**src/rtl/core_lsu.sv**
```systemverilog
// core_lsu: MEMORY-stage load/store unit between EXECUTE and WRITEBACK.
// Accepts one decoded load/store with its effective address and store data,
// runs a single req/ack transfer on the data-memory port, steers little-endian
// byte lanes, sign/zero-extends loads and reports completion with a DONE pulse.
// Optional feature macro: CORE_LSU_MISALIGN_EN. When defined, misaligned
// halfword/word accesses complete immediately with ERR and never touch memory.
// When undefined, halfwords ignore ADDR[0] and words ignore ADDR[1:0].
//
// Memory handshake: MEM_REQ rises the cycle after an accepted START and holds
// MEM_ADDR/MEM_WE/MEM_BE/MEM_WDATA stable until the transfer ends. A transfer
// completes on any rising edge where MEM_REQ=1 and MEM_ACK=1 (MEM_RDATA sampled
// on that edge); MEM_ACK while MEM_REQ=0 has no effect. If TIMEOUT_CYCLES is
// non-zero and that many request cycles pass without ack, MEM_REQ drops and the
// op finishes with ERR.
module core_lsu #(
  parameter int TIMEOUT_CYCLES = 255,
  parameter int TO_W           = 8
) (
  input  logic        CLK,
  input  logic        RST_N,
  input  logic        START,
  input  logic        I_LB,
  input  logic        I_LH,
  input  logic        I_LW,
  input  logic        I_LBU,
  input  logic        I_LHU,
  input  logic        I_SB,
  input  logic        I_SH,
  input  logic        I_SW,
  input  logic [31:0] ADDR,
  input  logic [31:0] WDATA,
  output logic        BUSY,
  output logic        DONE,
  output logic        ERR,
  output logic [31:0] LOAD_DATA,
  output logic        MEM_REQ,
  output logic        MEM_WE,
  output logic [3:0]  MEM_BE,
  output logic [31:0] MEM_ADDR,
  output logic [31:0] MEM_WDATA,
  input  logic        MEM_ACK,
  input  logic [31:0] MEM_RDATA,
  output logic [1:0]  DBG_STATE
);

  typedef enum logic [1:0] {
    S_IDLE = 2'd0,
    S_REQ  = 2'd1,
    S_RESP = 2'd2
  } state_e;

  typedef enum logic [1:0] {
    SZ_B = 2'd0,
    SZ_H = 2'd1,
    SZ_W = 2'd2
  } size_e;

  localparam logic [TO_W-1:0] TO_LIMIT = TO_W'(TIMEOUT_CYCLES);

  state_e          state_q;
  state_e          state_d;
  logic [TO_W-1:0] to_cnt_q;

  // Decoded op
  logic            op_any;
  logic            op_we;
  logic            op_sgn;
  size_e           op_sz;
  logic [3:0]      op_be;
  logic [31:0]     op_wdata;
  logic            op_misalign;

  // Latched op attributes needed when the read data returns
  size_e           sz_q;
  logic            sgn_q;
  logic [1:0]      lane_q;
  logic            err_q;
  logic [31:0]     ld_q;

  logic            accept;
  logic            to_hit;
  logic [7:0]      rd_byte;
  logic [15:0]     rd_half;
  logic [31:0]     ld_ext;

  // Priority decode of the op bits: LW > LH > LHU > LB > LBU > SW > SH > SB
  always_comb begin
    op_any = 1'b1;
    op_we  = 1'b0;
    op_sgn = 1'b0;
    op_sz  = SZ_W;
    if (I_LW) begin
      op_sz = SZ_W;
    end else if (I_LH) begin
      op_sz  = SZ_H;
      op_sgn = 1'b1;
    end else if (I_LHU) begin
      op_sz = SZ_H;
    end else if (I_LB) begin
      op_sz  = SZ_B;
      op_sgn = 1'b1;
    end else if (I_LBU) begin
      op_sz = SZ_B;
    end else if (I_SW) begin
      op_sz = SZ_W;
      op_we = 1'b1;
    end else if (I_SH) begin
      op_sz = SZ_H;
      op_we = 1'b1;
    end else if (I_SB) begin
      op_sz = SZ_B;
      op_we = 1'b1;
    end else begin
      op_any = 1'b0;
    end
  end

  // Byte enables and lane-replicated store data for the decoded size
  always_comb begin
    op_be    = 4'b1111;
    op_wdata = WDATA;
    case (op_sz)
      SZ_B: begin
        op_be    = 4'b0001 << ADDR[1:0];
        op_wdata = {4{WDATA[7:0]}};
      end
      SZ_H: begin
        op_be    = ADDR[1] ? 4'b1100 : 4'b0011;
        op_wdata = {2{WDATA[15:0]}};
      end
      default: begin
        op_be    = 4'b1111;
        op_wdata = WDATA;
      end
    endcase
  end

`ifdef CORE_LSU_MISALIGN_EN
  assign op_misalign = ((op_sz == SZ_H) && ADDR[0]) ||
                       ((op_sz == SZ_W) && (ADDR[1:0] != 2'b00));
`else
  assign op_misalign = 1'b0;
`endif

  assign accept = (state_q == S_IDLE) && START && op_any;

  // An ack on the limit cycle wins over the timeout
  assign to_hit = (TIMEOUT_CYCLES != 0) && (state_q == S_REQ) && !MEM_ACK &&
                  ((to_cnt_q + TO_W'(1)) == TO_LIMIT);

  // State register
  always_ff @(posedge CLK or negedge RST_N) begin
    if (!RST_N) begin
      state_q <= S_IDLE;
    end else begin
      state_q <= state_d;
    end
  end

  // Next state and state-decoded outputs
  always_comb begin
    state_d   = state_q;
    MEM_REQ   = 1'b0;
    BUSY      = 1'b0;
    DONE      = 1'b0;
    ERR       = 1'b0;
    LOAD_DATA = 32'h0;
    DBG_STATE = state_q;
    case (state_q)
      S_IDLE: begin
        if (accept) begin
          state_d = op_misalign ? S_RESP : S_REQ;
        end
      end
      S_REQ: begin
        MEM_REQ = 1'b1;
        BUSY    = 1'b1;
        if (MEM_ACK || to_hit) begin
          state_d = S_RESP;
        end
      end
      S_RESP: begin
        BUSY      = 1'b1;
        DONE      = 1'b1;
        ERR       = err_q;
        LOAD_DATA = ld_q;
        state_d   = S_IDLE;
      end
      default: begin
        state_d = S_IDLE;
      end
    endcase
  end

  // Timeout counter: cleared on REQ entry, counts request cycles without ack
  always_ff @(posedge CLK or negedge RST_N) begin
    if (!RST_N) begin
      to_cnt_q <= '0;
    end else if (accept) begin
      to_cnt_q <= '0;
    end else if ((state_q == S_REQ) && !MEM_ACK) begin
      to_cnt_q <= to_cnt_q + TO_W'(1);
    end
  end

  // Lane selection and extension of the returned read word
  always_comb begin
    case (lane_q)
      2'd0:    rd_byte = MEM_RDATA[7:0];
      2'd1:    rd_byte = MEM_RDATA[15:8];
      2'd2:    rd_byte = MEM_RDATA[23:16];
      default: rd_byte = MEM_RDATA[31:24];
    endcase
    rd_half = lane_q[1] ? MEM_RDATA[31:16] : MEM_RDATA[15:0];
    case (sz_q)
      SZ_B:    ld_ext = sgn_q ? {{24{rd_byte[7]}}, rd_byte} : {24'h0, rd_byte};
      SZ_H:    ld_ext = sgn_q ? {{16{rd_half[15]}}, rd_half} : {16'h0, rd_half};
      default: ld_ext = MEM_RDATA;
    endcase
  end

  // Memory-port fields and op attributes latched at START; result captured on ack
  always_ff @(posedge CLK or negedge RST_N) begin
    if (!RST_N) begin
      MEM_ADDR  <= 32'h0;
      MEM_WE    <= 1'b0;
      MEM_BE    <= 4'h0;
      MEM_WDATA <= 32'h0;
      sz_q      <= SZ_B;
      sgn_q     <= 1'b0;
      lane_q    <= 2'b00;
      err_q     <= 1'b0;
      ld_q      <= 32'h0;
    end else begin
      if (accept) begin
        MEM_ADDR  <= {ADDR[31:2], 2'b00};
        MEM_WE    <= op_we;
        MEM_BE    <= op_be;
        MEM_WDATA <= op_wdata;
        sz_q      <= op_sz;
        sgn_q     <= op_sgn;
        lane_q    <= ADDR[1:0];
        err_q     <= op_misalign;
        ld_q      <= 32'h0;
      end
      if (state_q == S_REQ) begin
        if (MEM_ACK) begin
          ld_q <= MEM_WE ? 32'h0 : ld_ext;
        end else if (to_hit) begin
          err_q <= 1'b1;
        end
      end
    end
  end

endmodule

```
**config.mk**
```make
export PLATFORM = sky130hd
export DESIGN_NAME = core_lsu
export DESIGN_NICKNAME = d
export VERILOG_FILES = /design/src/rtl/core_lsu.sv
export SDC_FILE = /design/constraint.sdc
export NUM_CORES = 1
export LEC_CHECK = 0
export ABC_AREA = 1
export CAP_MARGIN = 5
export CORE_ASPECT_RATIO = 0.8
export CORE_MARGIN = 2
export CORE_UTILIZATION = 41
export CTS_CLUSTER_SIZE = 14
export DETAILED_ROUTE_END_ITERATION = 6
export PLACE_DENSITY = 0.87
export SLEW_MARGIN = 10
export SYNTH_ARGS = -nofsm -noshare
export SYNTH_HDL_FRONTEND = slang
export SYNTH_SLANG_ARGS = --single-unit
```
**constraint.sdc**
```tcl
create_clock -name CLK -period 1.6 [get_ports CLK]
set_input_delay 0.16 -clock CLK [delete_from_list [all_inputs] [get_ports CLK]]
set_output_delay 0.16 -clock CLK [all_outputs]
set_load 0.05 [all_outputs]
```
==> results_dict.tcl, run 1 <==
set metrics [dict create \
    die_w_um 138 \
    synthCells 793 \
    rsz0062_at_grt "yes" \
    synth.most_common_cell "nand2_1" \
    preCtsSetupSlack_ns -0.340 \
    critical_path_depth 6 \
    crit_chain "buf_4, ha_4, buf_12, nand2_2, clkinvlp_4, buf_12" \
    insertion_delay_ns 0.42 \
    synth_common_cells "nand2_1 (322), dfrtp_1 (115), inv_1 (92), nor2_1 (62), nand3_1 (53)" \
    crit_fanout 19 \
    async_flop_share_pct 100 \
    p_clk_share_pct 17.1 \
    p_int_mw 10.3 \
    startpoint "DBG_STATE[1]" \
    cts_tree "built" \
    fin_ws_ns -0.231 \
    dr.first_iter.drc_count 401 \
    antenna_found_initial 0 \
    sequentialPowerShare_pct 26.3 \
    rows 39 \
    syn_area_per_cell_um2 7.44 \
    synthToLayoutAreaGrowth_pct 68.7 \
    cts.sinks 115 \
    p_sw_mw 9.38 \
    cts.clk_slew.worst_paths_ns 0.06 \
    rrSetupSlack_ns -0.20 \
    path_common_cell "buf_12" \
    netlist.top_cell.by_area "dfrtp_1" \
    critPathBufInv 4 \
    clock_path_buffers 2 \
    root_buffer "clkbuf_16" \
    h-tree-depth 4 \
    combPwrFrac_pct 56.7 \
    crit_end "LOAD_DATA[16]" \
    grt_pass1_vias 6425 \
    reg2reg_to "MEM_WDATA[15]" \
    grt_pass1_wl_um 30800 \
    drtPass1Iterations 5 \
    cp-end-kind "primary output" \
    fmax_mhz 546 \
    io_buffers 212 \
    drtAntennaViolNets 0 \
    path_delay_family "buffers and inverters" \
    dieArea_um2 15400 \
    maxSlewViolCount 0 \
    reg2reg_from "DBG_STATE[1]" \
    synth_area_leaders "dfrtp_1 (49%), nand2_1 (20%), inv_1 (5.9%)" \
    slowest_delay_ns 0.41 \
    wire_per_inst_um 15.6 \
    dp_hpwl_um 13900 \
    yosysSeqAreaShare_pct 48.8 \
    required_ns 1.44 \
    gp_congestion 0.878 \
    reg2regPathDepth 14 \
    synth_edf_count 0 \
    synth_area_um2 5900 \
    hold_class "primary input to asynchronous set/reset pin" \
    grt_max_degree 41 \
    p_per_area_nw_per_um2 1980 \
    violations "negative setup slack" \
    arrival_ns 1.67 \
    status "finished with violations" \
    ir_drop_mv 1.67 \
    multiInputGateArea_um2 2670 \
    synthDistinctLibCells 33 \
    ios 215 \
    start_kind "flip-flop" \
    switching_share_pct 47.7 \
    setup_viol 146 \
    p_leak_nw 4.94 \
    hold_viol 0 \
    crit_slowest_cell "dfrtp_2" \
    synth_seq_cells 115 \
    drc 0 \
    nets 1177 \
    fin_tns_setup_ns -17.22 \
    synthFlopType "dfrtp_1" \
    worstSetupPathType "flip-flop to primary output" \
    clock_skew_ns 0.00871 \
    globalRouteTotalUtil_pct 25.1 \
    synth_top_area_share_pct 48.8 \
    yosysWarnings 0 \
    routed_wirelength_um 19600 \
    drive_gt1_share_pct 29.3 \
    maxCapViolCount 0 \
    numPlacedInstances 1208 \
    die_y_um 111 \
    numCtsBuffers 17 \
    regArea_um2 2880 \
    finalCriticalPeriod_ns 1.83 \
    core_um2 14200 \
    vias 6415 \
    fin_cells 1259 \
    postLayoutCoreUtil_pct 70.4 \
    start_util_pct 41.7 \
    finalCritPeriodShare_pct 114 \
    via_per_inst 5.10 \
    n_fill_cell 1067 \
    overflow 0 \
    n_antenna_cell 0 \
]
-- layout make-up --
cell class	instances	share of cell area [%]
clock buffers	24	4.84
multi-input cells	545	26.8
clock inverters	6	0.327
inverters	95	4.75
repair buffers	290	32.1
flip-flops and latches	115	28.9
well taps	184	2.31
-- per-layer routing --
metal / share of wire [%] / vias to the layer above / GRT usage, %
met3: 9.0 / 52 / 7.95
met1: 40 / 3017 / 30.2
met4: 2.7 / 0 / 9.59
met2: 49 / 328 / 42.4
li1: - / 3018 / -
met5: 0 / - / 0
-- kinds of logic after synthesis --
kind of cell,share of synthesized area [%]
adders and majority gates,1.06
AOI/OAI and AO/OA,9.33
DFF,48.8
other,0.0635
and+or+nand+nor,30.4
xor gates and xnor gates,0.148
buffers and inverters,10.3
-- how the worst min path moves through the flow --
stage,start,end,slack [ns],cells past startpoint
6_report,RST_N,to_cnt_q[2],0.26,2
3_3_place_gp,RST_N,to_cnt_q[4],0.15,1
2_1_floorplan,RST_N,DBG_STATE[0],-0.14,0
5_1_grt,RST_N,to_cnt_q[2],0.28,2
4_1_cts,RST_N,to_cnt_q[0],0.26,2
3_5_place_dp,RST_N,to_cnt_q[0],0.15,1
-- sequential cells by signal (all words and copies together) (netlist names) --
signal,flops
MEM_WDATA,32
ld_q,32
MEM_ADDR,30
to_cnt_q,8
MEM_BE,4
DBG_STATE,2
lane_q,2
sz_q,2
MEM_WE,1
err_q,1
sgn_q,1
-- placed cells by master, fill, tap and decap left out, types with 2 or more instances in the layout --
master           instances
a21oi_2                  2
clkbuf_16               19
nor2_1                  51
dfrtp_2                  2
ha_4                     2
o21bai_1                 2
dfrtp_1                113
buf_16                   2
clkbuf_8                 3
nor2_2                   8
o211ai_1                16
o22ai_1                 22
ha_1                     2
nand2_1                288
buf_6                   10
conb_1                   2
clkinvlp_4              32
buf_12                  51
o21ai_1                 11
a21oi_1                 16
clkinv_2                 5
nand2_4                 11
inv_1                   54
nor2_4                   7
nand3_1                 53
nand2_2                 26
inv_2                   10
clkdlybuf4s50_1        106
o21ai_0                 15
clkbuf_1                 4
buf_4                  118
-- power by group through the flow --
stage               registers (mW)  logic [mW]  clock network [mW]
finish                        5.16        11.1                3.36
global route                  5.31        11.8                3.53
CTS                           5.15        10.8                3.40
detailed placement            5.11        10.5                   0
global placement              5.15        10.2                   0
floorplan                     7.92        4.01                   0
-- timing repair --
item	CTS	global route
hold buffers	1	0
setup buffers	12	4
cloned	1	3
resized for setup	31	18
endpoints found under the hold margin	31	0
pin swaps	4	3
endpoints found under the setup margin	57	151
-- stage by stage --
| stage | power, mW | hold slack, ns | cell area (um^2) |
|---|---|---|---|
| finish | 19.7 | 0.258 | 9960 |
| global route | 20.7 | 0.277 | 9960 |
| CTS | 19.4 | 0.262 | 9800 |
| detailed placement | 15.6 | 0.152 | 9050 |
| global placement | 15.4 | 0.151 | 9050 |
| floorplan | 11.9 | -0.136 | 6240 |
Power figures use the tool's default switching activity.
==> inputs of run 2 (changes only) <==
- PLACE_DENSITY: 0.87 -> 0.77
==> results_dict.tcl, run 2 (synthesis results as in run 1) <==
set metrics [dict create \
    status "finished with violations" \
    violations "negative setup slack" \
    overflow 0 \
    fin_ws_ns -0.210 \
    numCtsBuffers 17 \
    start_util_pct 41.7 \
    required_ns 1.44 \
    path_common_cell "buf_12" \
    preCtsSetupSlack_ns -0.334 \
    final_cell_mix "nand2_1 (285), buf_4 (121), dfrtp_1 (111)" \
    slew_headroom_pct 61.2 \
    worst_slew_pin_slew_ns 0.583 \
    insertion_delay_ns 0.42 \
    via_per_inst 4.96 \
    cts_tree "built" \
    clock_path_buffers 2 \
    root_buffer "clkbuf_16" \
    dr.first_iter.drc_count 387 \
    hold_class "primary input to flip-flop" \
    synthToLayoutAreaGrowth_pct 70.7 \
    maxCapViolCount 0 \
    slowest_delay_ns 0.42 \
    grt_pass1_vias 6198 \
    die_w_um 138 \
    gp_congestion 0.937 \
    drc 0 \
    finalCritPeriodShare_pct 113 \
    start_kind "flip-flop" \
    crit_slowest_cell "dfrtp_2" \
    drtAntennaViolNets 0 \
    crit_fanout 15 \
    finalCriticalPeriod_ns 1.81 \
    p_per_area_nw_per_um2 2010 \
    crit_chain "buf_6, ha_4, buf_12, nand2_2, clkinvlp_4, buf_12" \
    globalRouteTotalUtil_pct 24.6 \
    hold_viol 0 \
    ir_drop_mv 1.80 \
    cp-end-kind "primary output" \
    core_um2 14200 \
    drtPass1Iterations 5 \
    drive_gt1_share_pct 31.2 \
    path_delay_family "buffers and inverters" \
    setup_viol 34 \
    layout_commonest_cell "nand2_1" \
    biggestRegsByFlops "MEM_WDATA: 32 flops, ld_q: 32 flops, MEM_ADDR: 30 flops" \
    dieArea_um2 15400 \
    wire_per_inst_um 15.4 \
    nets 1173 \
    p_total_mw 20.2 \
    n_antenna_cell 0 \
    io_buffers 212 \
    ios 215 \
    postLayoutCoreUtil_pct 71.2 \
    critPathBufInv 4 \
    routed_wirelength_um 19300 \
    grt_pass1_wl_um 30100 \
    arrival_ns 1.65 \
    dp_hpwl_um 13600 \
    rows 39 \
    cts.sinks 115 \
    grt_max_degree 40 \
    antenna_found_initial 0 \
    cts.clk_slew.worst_paths_ns 0.06 \
    worstSetupPathType "flip-flop to primary output" \
    clock_skew_ns 0.00537 \
    rsz0062_at_grt "yes" \
    vias 6224 \
    maxSlewViolCount 0 \
    fmax_mhz 553 \
    p_leak_nw 4.96 \
    die_y_um 111 \
    h-tree-depth 4 \
]
## run 2: changes by cell type in the layout (fill, tap and decap cells not counted), sizes merged
cell / change
clkbuf: -5
inv: +2
nand2: +1
bufinv: +4
buf: -6
clkinv: +1
## run 2: through the flow
stage | hold slack (ns) | area (um^2) | TNS [ns] | std cells
2_1_floorplan | -0.136 | 6240 | -6.15 | 794
3_3_place_gp | 0.186 | 9000 | -20.74 | 1208
3_5_place_dp | 0.194 | 9000 | -27.61 | 1208
4_1_cts | 0.261 | 9750 | -6.83 | 1246
5_1_grt | 0.271 | 10100 | -9.30 | 1256
6_report | 0.275 | 10100 | -6.47 | 1256
## run 2: timing repair
item	in CTS	in global routing
endpoints found under the hold margin	35	0
hold buffers	1	0
pin swaps	1	11
setup buffers	5	7
cloned	1	3
resized for setup	19	42
setup endpoints to repair	109	104
## run 2: routing by layer
layer	wire length (um)	global-route usage [%]	up-vias
li1	-	-	3009
met1	8040	31.2	2908
met2	9210	39.0	273
met3	1680	9.20	34
met4	374	8.64	0
met5	0	0	-
## run 2: where the power goes
group	leakage, nW	switching [mW]	internal, mW
combinational	3.19	7.10	3.96
sequential	1.46	0.932	4.20
clock	0.306	1.40	2.64
## run 2: worst paths after layout
check,depth (start not counted),endpoint,from,slack (ns)
worst min register to register,2,MEM_ADDR[2],MEM_ADDR[2],0.48
min in group asynchronous,2,ld_q[8],RST_N,0.30
worst max register to register,8,ld_q[6],DBG_STATE[1],0
worst max-delay path,6,LOAD_DATA[15],DBG_STATE[1],-0.21
worst min-delay path,3,MEM_ADDR[7],ADDR[7],0.28
max in group asynchronous,3,lane_q[1],RST_N,0.71
## run 2: cell type report
class	instances	area, um^2
fillers	1075	4080
repair buffers	285	3110
flip-flops and latches	115	2880
multi-input cells	546	2750
inverters	95	478
clock buffers	18	439
well taps	184	230
clock inverters	13	183
## run 2: worst reg2reg max path: stages (launching register included)
cell and delay (ns):
dfrtp_2 0.42, inv_2 0.07, ha_2 0.19, nand2_2 0.08, inv_4 0.09, nand2_8 0.09, buf_12 0.15, buf_12 0.15
a31o_2 0.26
